`src/rtl/pipe_ctrl.sv`:
```
// Pipeline controller: turns hazard, branch, exception and CP2 status into
// per-stage stall/flush controls and a PC redirect, and sequences CP2 waits.
module pipe_ctrl #(
  parameter int                ADDR_W      = 30,
  parameter logic [ADDR_W-1:0] EXC_VECTOR  = 'h40,
  parameter int                CP2_TIMEOUT = 64
) (
  input  logic              clk,
  input  logic              reset,
  input  logic              ext_stall,
  input  logic              ld_hazard,
  input  logic              br_taken,
  input  logic [ADDR_W-1:0] br_addr,
  input  logic              id_en,
  input  logic [ADDR_W-1:0] id_pc,
  input  logic [2:0]        id_exp_code,
  input  logic              cp_irenable_0,
  input  logic              cp2_busy,
  input  logic              cp2_done,
  output logic              if_stall,
  output logic              id_stall,
  output logic              ex_stall,
  output logic              mem_stall,
  output logic              if_flush,
  output logic              id_flush,
  output logic              ex_flush,
  output logic              mem_flush,
  output logic              redirect_en,
  output logic [ADDR_W-1:0] redirect_pc,
  output logic [ADDR_W-1:0] epc,
  output logic [2:0]        exc_code,
  output logic              cp2_timeout
);

  typedef enum logic [1:0] {
    ST_RUN      = 2'd0,
    ST_CP2_WAIT = 2'd1,
    ST_EXC      = 2'd2
  } state_t;

  localparam logic [7:0] TMO_LAST = 8'(CP2_TIMEOUT - 1);

  state_t            r_state;
  state_t            w_state_next;
  logic [7:0]        r_cnt;
  logic [7:0]        w_cnt_next;
  logic [ADDR_W-1:0] r_epc;
  logic [2:0]        r_exc_code;
  logic              r_cp2_timeout;

  logic              w_exc;
  logic              w_exc_take;
  logic              w_tmo_take;
  logic              w_if_stall;
  logic              w_id_stall;
  logic              w_ex_stall;
  logic              w_mem_stall;
  logic              w_if_flush;
  logic              w_id_flush;
  logic              w_ex_flush;
  logic              w_mem_flush;
  logic              w_redirect_en;
  logic [ADDR_W-1:0] w_redirect_pc;

  assign w_exc = id_en && (id_exp_code != 3'd0);

  always_comb begin
    w_state_next  = r_state;
    w_cnt_next    = r_cnt;
    w_exc_take    = 1'b0;
    w_tmo_take    = 1'b0;
    w_if_stall    = 1'b0;
    w_id_stall    = 1'b0;
    w_ex_stall    = 1'b0;
    w_mem_stall   = 1'b0;
    w_if_flush    = 1'b0;
    w_id_flush    = 1'b0;
    w_ex_flush    = 1'b0;
    w_mem_flush   = 1'b0;
    w_redirect_en = 1'b0;
    w_redirect_pc = '0;

    case (r_state)
      ST_RUN: begin
        if (w_exc) begin
          w_if_flush   = 1'b1;
          w_id_flush   = 1'b1;
          w_ex_flush   = 1'b1;
          w_exc_take   = 1'b1;
          w_state_next = ST_EXC;
        end else if (ext_stall) begin
          w_if_stall  = 1'b1;
          w_id_stall  = 1'b1;
          w_ex_stall  = 1'b1;
          w_mem_stall = 1'b1;
        end else if (cp_irenable_0 && cp2_busy) begin
          w_if_stall   = 1'b1;
          w_id_stall   = 1'b1;
          w_ex_stall   = 1'b1;
          w_cnt_next   = 8'd0;
          w_state_next = ST_CP2_WAIT;
        end else if (ld_hazard) begin
          // Hold IF/ID and push one bubble into EX per hazard cycle.
          w_if_stall = 1'b1;
          w_id_stall = 1'b1;
          w_ex_flush = 1'b1;
        end else if (br_taken) begin
          w_redirect_en = 1'b1;
          w_redirect_pc = br_addr;
          w_if_flush    = 1'b1;
        end
      end

      ST_CP2_WAIT: begin
        if (cp2_done) begin
          // The done pulse is never lost; a concurrent ext_stall only freezes.
          if (ext_stall) begin
            w_if_stall  = 1'b1;
            w_id_stall  = 1'b1;
            w_ex_stall  = 1'b1;
            w_mem_stall = 1'b1;
          end
          w_state_next = ST_RUN;
        end else if (ext_stall) begin
          w_if_stall  = 1'b1;
          w_id_stall  = 1'b1;
          w_ex_stall  = 1'b1;
          w_mem_stall = 1'b1;
        end else if (r_cnt == TMO_LAST) begin
          w_if_flush   = 1'b1;
          w_id_flush   = 1'b1;
          w_ex_flush   = 1'b1;
          w_tmo_take   = 1'b1;
          w_state_next = ST_EXC;
        end else begin
          w_if_stall  = 1'b1;
          w_id_stall  = 1'b1;
          w_ex_stall  = 1'b1;
          w_mem_flush = 1'b1;
          w_cnt_next  = r_cnt + 8'd1;
        end
      end

      ST_EXC: begin
        w_redirect_en = 1'b1;
        w_redirect_pc = EXC_VECTOR;
        w_if_flush    = 1'b1;
        w_state_next  = ST_RUN;
      end

      default: w_state_next = ST_RUN;
    endcase
  end

  always_ff @(posedge clk or negedge reset) begin
    if (!reset) begin
      r_state       <= ST_RUN;
      r_cnt         <= 8'd0;
      r_epc         <= '0;
      r_exc_code    <= 3'd0;
      r_cp2_timeout <= 1'b0;
    end else begin
      r_state <= w_state_next;
      r_cnt   <= w_cnt_next;
      if (w_exc_take) begin
        r_epc      <= id_pc;
        r_exc_code <= id_exp_code;
      end
      if (w_tmo_take) begin
        r_epc         <= id_pc;
        r_exc_code    <= 3'd7;
        r_cp2_timeout <= 1'b1;
      end
    end
  end

  // Controls are forced low while reset is held so nothing leaks during reset.
  assign if_stall    = reset & w_if_stall;
  assign id_stall    = reset & w_id_stall;
  assign ex_stall    = reset & w_ex_stall;
  assign mem_stall   = reset & w_mem_stall;
  assign if_flush    = reset & w_if_flush;
  assign id_flush    = reset & w_id_flush;
  assign ex_flush    = reset & w_ex_flush;
  assign mem_flush   = reset & w_mem_flush;
  assign redirect_en = reset & w_redirect_en;
  assign redirect_pc = reset ? w_redirect_pc : '0;
  assign epc         = r_epc;
  assign exc_code    = r_exc_code;
  assign cp2_timeout = r_cp2_timeout;

endmodule

```
`config.mk`:
```
export PLATFORM = sky130hd
export DESIGN_NAME = pipe_ctrl
export DESIGN_NICKNAME = d
export VERILOG_FILES = /design/src/rtl/pipe_ctrl.sv
export SDC_FILE = /design/constraint.sdc
export NUM_CORES = 1
export LEC_CHECK = 0
export CORE_UTILIZATION = 40
export CTS_CLUSTER_SIZE = 14
export DETAILED_ROUTE_END_ITERATION = 10
export PLACE_DENSITY = 0.9
export SLEW_MARGIN = 20
export SYNTH_ARGS = -nofsm -noshare
export SYNTH_HDL_FRONTEND = slang
export SYNTH_SLANG_ARGS = --single-unit
```
`constraint.sdc`:
```
create_clock -name clk -period 3.7 [get_ports clk]
set_input_delay 0.74 -clock clk [delete_from_list [all_inputs] [get_ports clk]]
set_output_delay 0.74 -clock clk [all_outputs]
set_load 0.03 [all_outputs]
```
==> flow_results.xml, run 1 <==
<?xml version="1.0" encoding="UTF-8"?>
<metrics>
  <group name="detailed_routing">
    <metric name="drc_errors" unit="">0</metric>
    <metric name="antenna_nets_post_route" unit="">0</metric>
    <metric name="dr.first_iter.drc_count" unit="">80</metric>
    <metric name="vias" unit="">2161</metric>
    <metric name="vias_per_cell" unit="">5.18</metric>
    <metric name="wire_per_inst" unit="um">15.5</metric>
    <metric name="firstDrtPassIters" unit="">4</metric>
    <metric name="wirelength" unit="mm">6.47</metric>
  </group>
  <group name="layout">
    <metric name="most_frequent_cells_in_the_layout" unit="">108 x sky130_fd_sc_hd__clkdlybuf4s50_1, 44 x sky130_fd_sc_hd__dfrtp_1, 41 x sky130_fd_sc_hd__buf_4</metric>
    <metric name="finish.utilization" unit="">0.691</metric>
    <metric name="layout-drive-gt1-share" unit="">0.200</metric>
    <metric name="mostFrequentLayoutCell" unit="">sky130_fd_sc_hd__clkdlybuf4s50_1</metric>
    <metric name="nets" unit="">417</metric>
    <metric name="area_delta_synth_final" unit="%">65.4</metric>
    <metric name="antenna-diode-count" unit="">0</metric>
  </group>
  <group name="synthesis">
    <metric name="synth_enable_flop_cells" unit="">0</metric>
    <metric name="syn_area" unit="um^2">2330</metric>
    <metric name="syn_avg_cell_area" unit="um^2">11.6</metric>
    <metric name="post_synth_main_area_contributors" unit="">sky130_fd_sc_hd__dfrtp_1 47%, sky130_fd_sc_hd__mux2_1 13%, sky130_fd_sc_hd__and3_1 8.6%, sky130_fd_sc_hd__mux2_2 2.4%, sky130_fd_sc_hd__nand2_1 1.8%</metric>
    <metric name="ys.flop_type" unit="">sky130_fd_sc_hd__dfrtp_1</metric>
    <metric name="yosys_warnings" unit="">0</metric>
    <metric name="synth_largest_area_cell" unit="">sky130_fd_sc_hd__dfrtp_1</metric>
    <metric name="synth_cells" unit="">200</metric>
    <metric name="synthArstFlopShare" unit="">1.00</metric>
    <metric name="yosysUniqueCellTypes" unit="">46</metric>
    <metric name="post-synth-top-area-fraction" unit="">0.473</metric>
    <metric name="synth.ff_latch_count" unit="">44</metric>
    <metric name="sequential_area_share_after_synthesis" unit="">0.473</metric>
    <metric name="synth.net_count" unit="">273</metric>
  </group>
  <group name="run_status">
    <metric name="run_status" unit="">finished clean</metric>
  </group>
  <group name="timing">
    <metric name="tightest_slew" unit="ns">0.649</metric>
    <metric name="setup_slack_of_the_critical_path_after_layout" unit="ns">0.154</metric>
    <metric name="report.final.setup_viol" unit="">0</metric>
    <metric name="setup_tns" unit="ns">0</metric>
    <metric name="setup_repair_after_global_routing_missed_its_margin" unit="">false</metric>
    <metric name="holdWs" unit="ns">0.293</metric>
    <metric name="report.final.slew_viol_count" unit="">0</metric>
    <metric name="timing.fmax" unit="GHz">0.282</metric>
    <metric name="hold_viol" unit="">0</metric>
    <metric name="clock_skew" unit="ns">0.00243</metric>
    <metric name="slew-limit-headroom" unit="">0.565</metric>
    <metric name="post-route-period-util" unit="">0.958</metric>
    <metric name="final_period_minus_worst_setup_slack" unit="ns">3.55</metric>
  </group>
  <group name="global_routing">
    <metric name="groute.usage.overall" unit="">0.208</metric>
    <metric name="grt_pass1_vias" unit="">2163</metric>
    <metric name="global_route.overflow_total" unit="">0</metric>
    <metric name="global_route_wire_length_before_repair" unit="mm">10.1</metric>
    <metric name="grt_max_degree" unit="">43</metric>
    <metric name="antenna_found_initial" unit="">0</metric>
  </group>
  <group name="clock_network">
    <metric name="cts_inserted_buffers" unit="">5</metric>
    <metric name="clockRootBuffer" unit="">sky130_fd_sc_hd__clkbuf_8</metric>
    <metric name="clk-insertion-delay-late" unit="ns">0.29</metric>
    <metric name="tritoncts_clock_tree" unit="">yes</metric>
    <metric name="clk_path_buf_depth" unit="">2</metric>
    <metric name="holdBufCountCts" unit="">0</metric>
    <metric name="ctsHtreeMaxLevel" unit="">2</metric>
    <metric name="clk_transition_reported_paths" unit="ns">0.08</metric>
    <metric name="tritoncts_num_sinks" unit="">44</metric>
  </group>
  <group name="worst_setup_path">
    <metric name="critPathLaunchType" unit="">primary input</metric>
    <metric name="path_common_cell" unit="">sky130_fd_sc_hd__clkdlybuf4s50_1</metric>
    <metric name="timing.critical_path.arrival" unit="ns">2.81</metric>
    <metric name="critPathMaxFanout" unit="">3</metric>
    <metric name="worstPathCellList" unit="">clkdlybuf4s50_1 -&gt; o31a_1 -&gt; nor3_1 -&gt; o21ai_0 -&gt; a21oi_1 -&gt; clkdlybuf4s50_1</metric>
    <metric name="cp_slowest_stage_delay" unit="ns">0.70</metric>
    <metric name="critPathRequiredTime" unit="ns">2.96</metric>
    <metric name="crit_path_end_kind" unit="">output pin</metric>
    <metric name="critPathSlowestCell" unit="">sky130_fd_sc_hd__clkdlybuf4s50_1</metric>
    <metric name="timing.setup.critical_path_class" unit="">in -&gt; out</metric>
  </group>
  <group name="placed_design">
    <metric name="finalWeightedCongestion" unit="">0.898</metric>
    <metric name="placement.io_buffers" unit="">144</metric>
    <metric name="dp_slack" unit="ns">0.143</metric>
    <metric name="dp_hpwl" unit="mm">4.93</metric>
  </group>
  <group name="floorplanning">
    <metric name="boundaryPins" unit="">145</metric>
    <metric name="std_cell_rows" unit="">27</metric>
    <metric name="design.core.area" unit="um^2">5570</metric>
    <metric name="floorplan.initialDensity" unit="">0.418</metric>
    <metric name="die_h" unit="um">78.3</metric>
    <metric name="dieWidth" unit="um">78.3</metric>
    <metric name="die-area" unit="um^2">6130</metric>
  </group>
  <group name="power_and_ir_drop">
    <metric name="power.density" unit="nW/um^2">414</metric>
    <metric name="totalPowerFinal" unit="mW">1.60</metric>
    <metric name="p_leak" unit="nW">1.79</metric>
    <metric name="ir_drop" unit="mV">0.362</metric>
  </group>
  <group name="min_path">
    <metric name="min-delay-path-class" unit="">in -&gt; async</metric>
  </group>
  <group name="run">
    <metric name="maxCapViolCount" unit="">0</metric>
  </group>
</metrics>
==> cell families (layout without fill, tap and decap cells) <==
kind of cell               Yosys count  in the layout  synth area share
xor gates and xnor gates             1              1           0.00376
and+or+nand+nor                     73             73             0.203
muxes                               35             35             0.167
adders and majority gates            1              1           0.00537
AOI/OAI and AO/OA                   31             31             0.103
buffers and inverters               15            160            0.0457
DFF                                 44             44             0.473
==> layer usage <==
metal,up-vias,share of wire,track usage
met5,-,0,0
li1,1023,-,-
met3,10,0.091,0.0581
met4,0,0.011,0.0574
met2,108,0.50,0.380
met1,1020,0.40,0.237
==> worst max-delay path: cells and delay by family <==
family / cells / cell delay [ns]
buffers and inverters: 2 / 1.17
AOI/OAI and AO/OA: 3 / 0.68
and+or+nand+nor: 1 / 0.20
==> final timing paths <==
kind	start	end	slack (ns)	cells after the start
min reg2reg	cp2_timeout	cp2_timeout	0.48	1
max reg2reg	r_state[0]	epc[1]	1.44	4
min	reset	r_cnt[7]	0.29	1
min in group clk	cp2_timeout	cp2_timeout	0.48	1
max in group asynchronous	reset	epc[21]	2.37	3
max	id_exp_code[1]	id_stall	0.15	6
==> repair_timing <==
action	CTS	global route
setup endpoints to repair	0	1
setup buffers	0	0
resized for setup	0	1
==> cell usage after synthesis, drive strengths merged (2+ instances only) <==
cell type and count:
nand3 4, clkbuf 8, o21a 2, buf 6, nor2 3, nand2 11
a22o 2, o21ai 3, o41ai 4, a31oi 2, or2b 2, nand2b 3
dfrtp 44, nor3b 2, o31ai 2, nor2b 3, a211o 2, a21oi 7
and3 33, mux2i 4, o31a 2, and2 2, mux2 31, nor3 3
==> stage by stage <==
| step | std cells | area, um^2 |
|---|---|---|
| after global placement | 409 | 3720 |
| after global routing | 417 | 3850 |
| after CTS | 417 | 3850 |
| final | 417 | 3850 |
| after floorplan | 200 | 2330 |
| after detailed placement | 409 | 3720 |
==> state kept, by name, summed over array words and instances, names as in the netlist <==
register	flops
r_state	2
exc_code	3
epc	30
r_cnt	8
cp2_timeout	1
==> report_power, final <==
| part | internal (mW) | total (mW) | switching, mW | leakage (nW) |
|---|---|---|---|---|
| Combinational | 0.283 | 0.586 | 0.304 | 1.19 |
| Clock | 0.238 | 0.399 | 0.161 | 0.0645 |
| Sequential | 0.563 | 0.609 | 0.0461 | 0.537 |
| Total | 1.08 | 1.60 | 0.511 | 1.79 |
==> cell type report <==
class	instances	area, um^2
Fill cell	426	1720
Inverter	1	3.75
Clock buffer	7	96.3
Multi-Input combinational cell	141	1120
Clock inverter	1	30.0
Timing Repair Buffer	151	1410
Tap cell	72	90.1
Sequential cell	44	1100
Power figures use the tool's default switching activity.
==> run 2: changes to the inputs <==
--- a/config.mk
+++ b/config.mk
@@ -8,6 +8,7 @@
 export CORE_UTILIZATION = 40
 export CTS_CLUSTER_SIZE = 14
 export DETAILED_ROUTE_END_ITERATION = 10
+export GPL_ROUTABILITY_DRIVEN = 0
 export PLACE_DENSITY = 0.9
 export SLEW_MARGIN = 20
 export SYNTH_ARGS = -nofsm -noshare
==> constraint.sdc (replaced) <==
create_clock -name clk -period 4.2 [get_ports clk]
set_input_delay 0.84 -clock clk [delete_from_list [all_inputs] [get_ports clk]]
set_output_delay 0.84 -clock clk [all_outputs]
set_load 0.03 [all_outputs]
==> run 2 against run 1 <==
Effect of this change:
- setup slack improved by 0.21 ns
- sequential share of layout area decreased by 0.60 points
- critical path depth unchanged
- critical endpoint is now redirect_pc[27]
==> flow_results.xml, run 2 (same netlist as run 1, synthesis figures left out) <==
<?xml version="1.0" encoding="UTF-8"?>
<metrics>
  <group name="worst_setup_path">
    <metric name="critPathRequiredTime" unit="ns">3.36</metric>
    <metric name="path_common_cell" unit="">sky130_fd_sc_hd__clkdlybuf4s50_1</metric>
    <metric name="cp_slowest_stage_delay" unit="ns">0.69</metric>
    <metric name="critPathLaunchType" unit="">primary input</metric>
    <metric name="critPathSlowestCell" unit="">sky130_fd_sc_hd__clkdlybuf4s50_1</metric>
    <metric name="worstPathCellList" unit="">clkdlybuf4s50_1 -&gt; o31ai_4 -&gt; and4_1 -&gt; buf_4 -&gt; and3_1 -&gt; clkdlybuf4s50_1</metric>
    <metric name="crit_path_end_kind" unit="">output pin</metric>
    <metric name="timing.critical_path.arrival" unit="ns">3.00</metric>
    <metric name="worstPathBufferInverterCount" unit="">3</metric>
    <metric name="crit_family" unit="">buffers and inverters</metric>
    <metric name="timing.setup.critical_path_class" unit="">in -&gt; out</metric>
    <metric name="critPathMaxFanout" unit="">31</metric>
  </group>
  <group name="global_routing">
    <metric name="grt_max_degree" unit="">32</metric>
    <metric name="global_route_wire_length_before_repair" unit="mm">10.1</metric>
    <metric name="grt_pass1_vias" unit="">2173</metric>
    <metric name="global_route.overflow_total" unit="">0</metric>
    <metric name="groute.usage.overall" unit="">0.209</metric>
    <metric name="antenna_found_initial" unit="">0</metric>
  </group>
  <group name="floorplanning">
    <metric name="boundaryPins" unit="">145</metric>
    <metric name="die-area" unit="um^2">6130</metric>
    <metric name="floorplan.initialDensity" unit="">0.418</metric>
    <metric name="dieWidth" unit="um">78.3</metric>
    <metric name="design.core.area" unit="um^2">5570</metric>
    <metric name="std_cell_rows" unit="">27</metric>
    <metric name="die_h" unit="um">78.3</metric>
  </group>
  <group name="timing">
    <metric name="setup_tns" unit="ns">0</metric>
    <metric name="report.final.setup_viol" unit="">0</metric>
    <metric name="holdWs" unit="ns">0.453</metric>
    <metric name="hold_viol" unit="">0</metric>
    <metric name="timing.fmax" unit="GHz">0.261</metric>
    <metric name="setup_slack_of_the_critical_path_after_layout" unit="ns">0.363</metric>
    <metric name="report.final.slew_viol_count" unit="">0</metric>
    <metric name="post-route-period-util" unit="">0.914</metric>
    <metric name="final_period_minus_worst_setup_slack" unit="ns">3.84</metric>
    <metric name="setup_repair_after_global_routing_missed_its_margin" unit="">false</metric>
    <metric name="clock_skew" unit="ns">0.00509</metric>
    <metric name="tightest_slew" unit="ns">0.408</metric>
    <metric name="slew-limit-headroom" unit="">0.721</metric>
  </group>
  <group name="clock_network">
    <metric name="clk_path_buf_depth" unit="">2</metric>
    <metric name="ctsHtreeMaxLevel" unit="">2</metric>
    <metric name="cts_inserted_buffers" unit="">5</metric>
    <metric name="tritoncts_clock_tree" unit="">yes</metric>
    <metric name="tritoncts_num_sinks" unit="">44</metric>
    <metric name="holdBufCountCts" unit="">0</metric>
    <metric name="clk-insertion-delay-late" unit="ns">0.29</metric>
    <metric name="cts.repair.resized" unit="">0</metric>
    <metric name="post-cts-setup-buffers" unit="">0</metric>
    <metric name="clockRootBuffer" unit="">sky130_fd_sc_hd__clkbuf_8</metric>
    <metric name="clk_transition_reported_paths" unit="ns">0.08</metric>
  </group>
  <group name="layout">
    <metric name="layout-drive-gt1-share" unit="">0.113</metric>
    <metric name="antenna-diode-count" unit="">0</metric>
    <metric name="n_fill_cell" unit="">424</metric>
    <metric name="mostFrequentLayoutCell" unit="">sky130_fd_sc_hd__clkdlybuf4s50_1</metric>
    <metric name="area_delta_synth_final" unit="%">68.9</metric>
    <metric name="final_area" unit="um^2">3930</metric>
    <metric name="multiInputGateArea" unit="um^2">1120</metric>
    <metric name="ff_latch_area" unit="um^2">1100</metric>
    <metric name="max_reg_flops" unit="">30</metric>
    <metric name="layout.cells.non_filler" unit="">418</metric>
    <metric name="nets" unit="">418</metric>
    <metric name="most_frequent_cells_in_the_layout" unit="">140 x sky130_fd_sc_hd__clkdlybuf4s50_1, 44 x sky130_fd_sc_hd__dfrtp_1, 32 x sky130_fd_sc_hd__and3_1</metric>
  </group>
  <group name="detailed_routing">
    <metric name="dr.first_iter.drc_count" unit="">98</metric>
    <metric name="antenna_nets_post_route" unit="">0</metric>
    <metric name="wire_per_inst" unit="um">15.4</metric>
    <metric name="wirelength" unit="mm">6.45</metric>
    <metric name="vias" unit="">2171</metric>
    <metric name="firstDrtPassIters" unit="">4</metric>
    <metric name="vias_per_cell" unit="">5.19</metric>
    <metric name="drc_errors" unit="">0</metric>
  </group>
  <group name="run">
    <metric name="maxCapViolCount" unit="">0</metric>
  </group>
  <group name="power_and_ir_drop">
    <metric name="p_leak" unit="nW">1.71</metric>
    <metric name="ir_drop" unit="mV">0.296</metric>
    <metric name="power.density" unit="nW/um^2">357</metric>
  </group>
  <group name="placed_design">
    <metric name="placement.io_buffers" unit="">144</metric>
    <metric name="dp.cells" unit="">410</metric>
    <metric name="dp_slack" unit="ns">0.355</metric>
    <metric name="dpl_cell_area" unit="um^2">3810</metric>
    <metric name="dp_hpwl" unit="mm">5.05</metric>
  </group>
  <group name="min_path">
    <metric name="min-delay-path-class" unit="">in -&gt; async</metric>
  </group>
  <group name="run_status">
    <metric name="run_status" unit="">finished clean</metric>
  </group>
</metrics>
==> run 2: cell types whose count changed in the layout (fill, tap and decap cells not counted) <==
cell / before / now
sky130_fd_sc_hd__buf_4: 41 / 11
sky130_fd_sc_hd__dlymetal6s2s_1: 1 / 0
sky130_fd_sc_hd__clkdlybuf4s50_1: 108 / 140
==> run 2: power breakdown <==
group	switching (mW)	total (mW)	internal, mW
logic	0.269	0.520	0.252
clock network	0.136	0.346	0.210
registers	0.0432	0.539	0.496
==> run 2: area by class of cell <==
| type | count | share of cell area |
|---|---|---|
| clock inverters | 1 | 0.00763 |
| well taps | 72 | 0.0229 |
| clock buffers | 7 | 0.0245 |
| multi-input cells | 141 | 0.286 |
| repair buffers | 152 | 0.378 |
| flip-flops and latches | 44 | 0.280 |
| inverters | 1 | 0.000954 |
==> run 2: layer usage <==
metal	GRT usage	up-vias	part of all wire
li1	-	1022	-
met5	0	-	0
met4	0.0778	0	0.022
met1	0.227	1018	0.37
met3	0.0593	14	0.092
met2	0.384	117	0.51
==> run 2: final timing paths <==
check                               startpoint  slack, ns         endpoint  depth (start not counted)
min in group clk                   cp2_timeout       0.48      cp2_timeout                          1
worst min-delay path                     reset       0.45         r_cnt[3]                          1
worst min register to register     cp2_timeout       0.48      cp2_timeout                          1
worst max-delay path            id_exp_code[0]       0.36  redirect_pc[27]                          6
worst max register to register        r_cnt[1]       1.97           epc[0]                          7
max in group asynchronous                reset       3.10           epc[1]                          2
==> run 2: per-stage QoR <==
step	total power [mW]	utilization
2_1_floorplan	0.810	-
3_5_place_dp	1.07	0.683
5_1_grt	1.47	0.706
4_1_cts	1.42	0.706
3_3_place_gp	1.06	0.683
6_report	1.41	0.706
==> run 3: changes to the inputs <==
--- a/config.mk
+++ b/config.mk
@@ -5,6 +5,7 @@
 export SDC_FILE = /design/constraint.sdc
 export NUM_CORES = 1
 export LEC_CHECK = 0
+export CAP_MARGIN = 20
 export CORE_UTILIZATION = 40
 export CTS_CLUSTER_SIZE = 14
 export DETAILED_ROUTE_END_ITERATION = 10
==> results of run 3 <==
Final layout, timing and power as in run 2 (identical DEF).
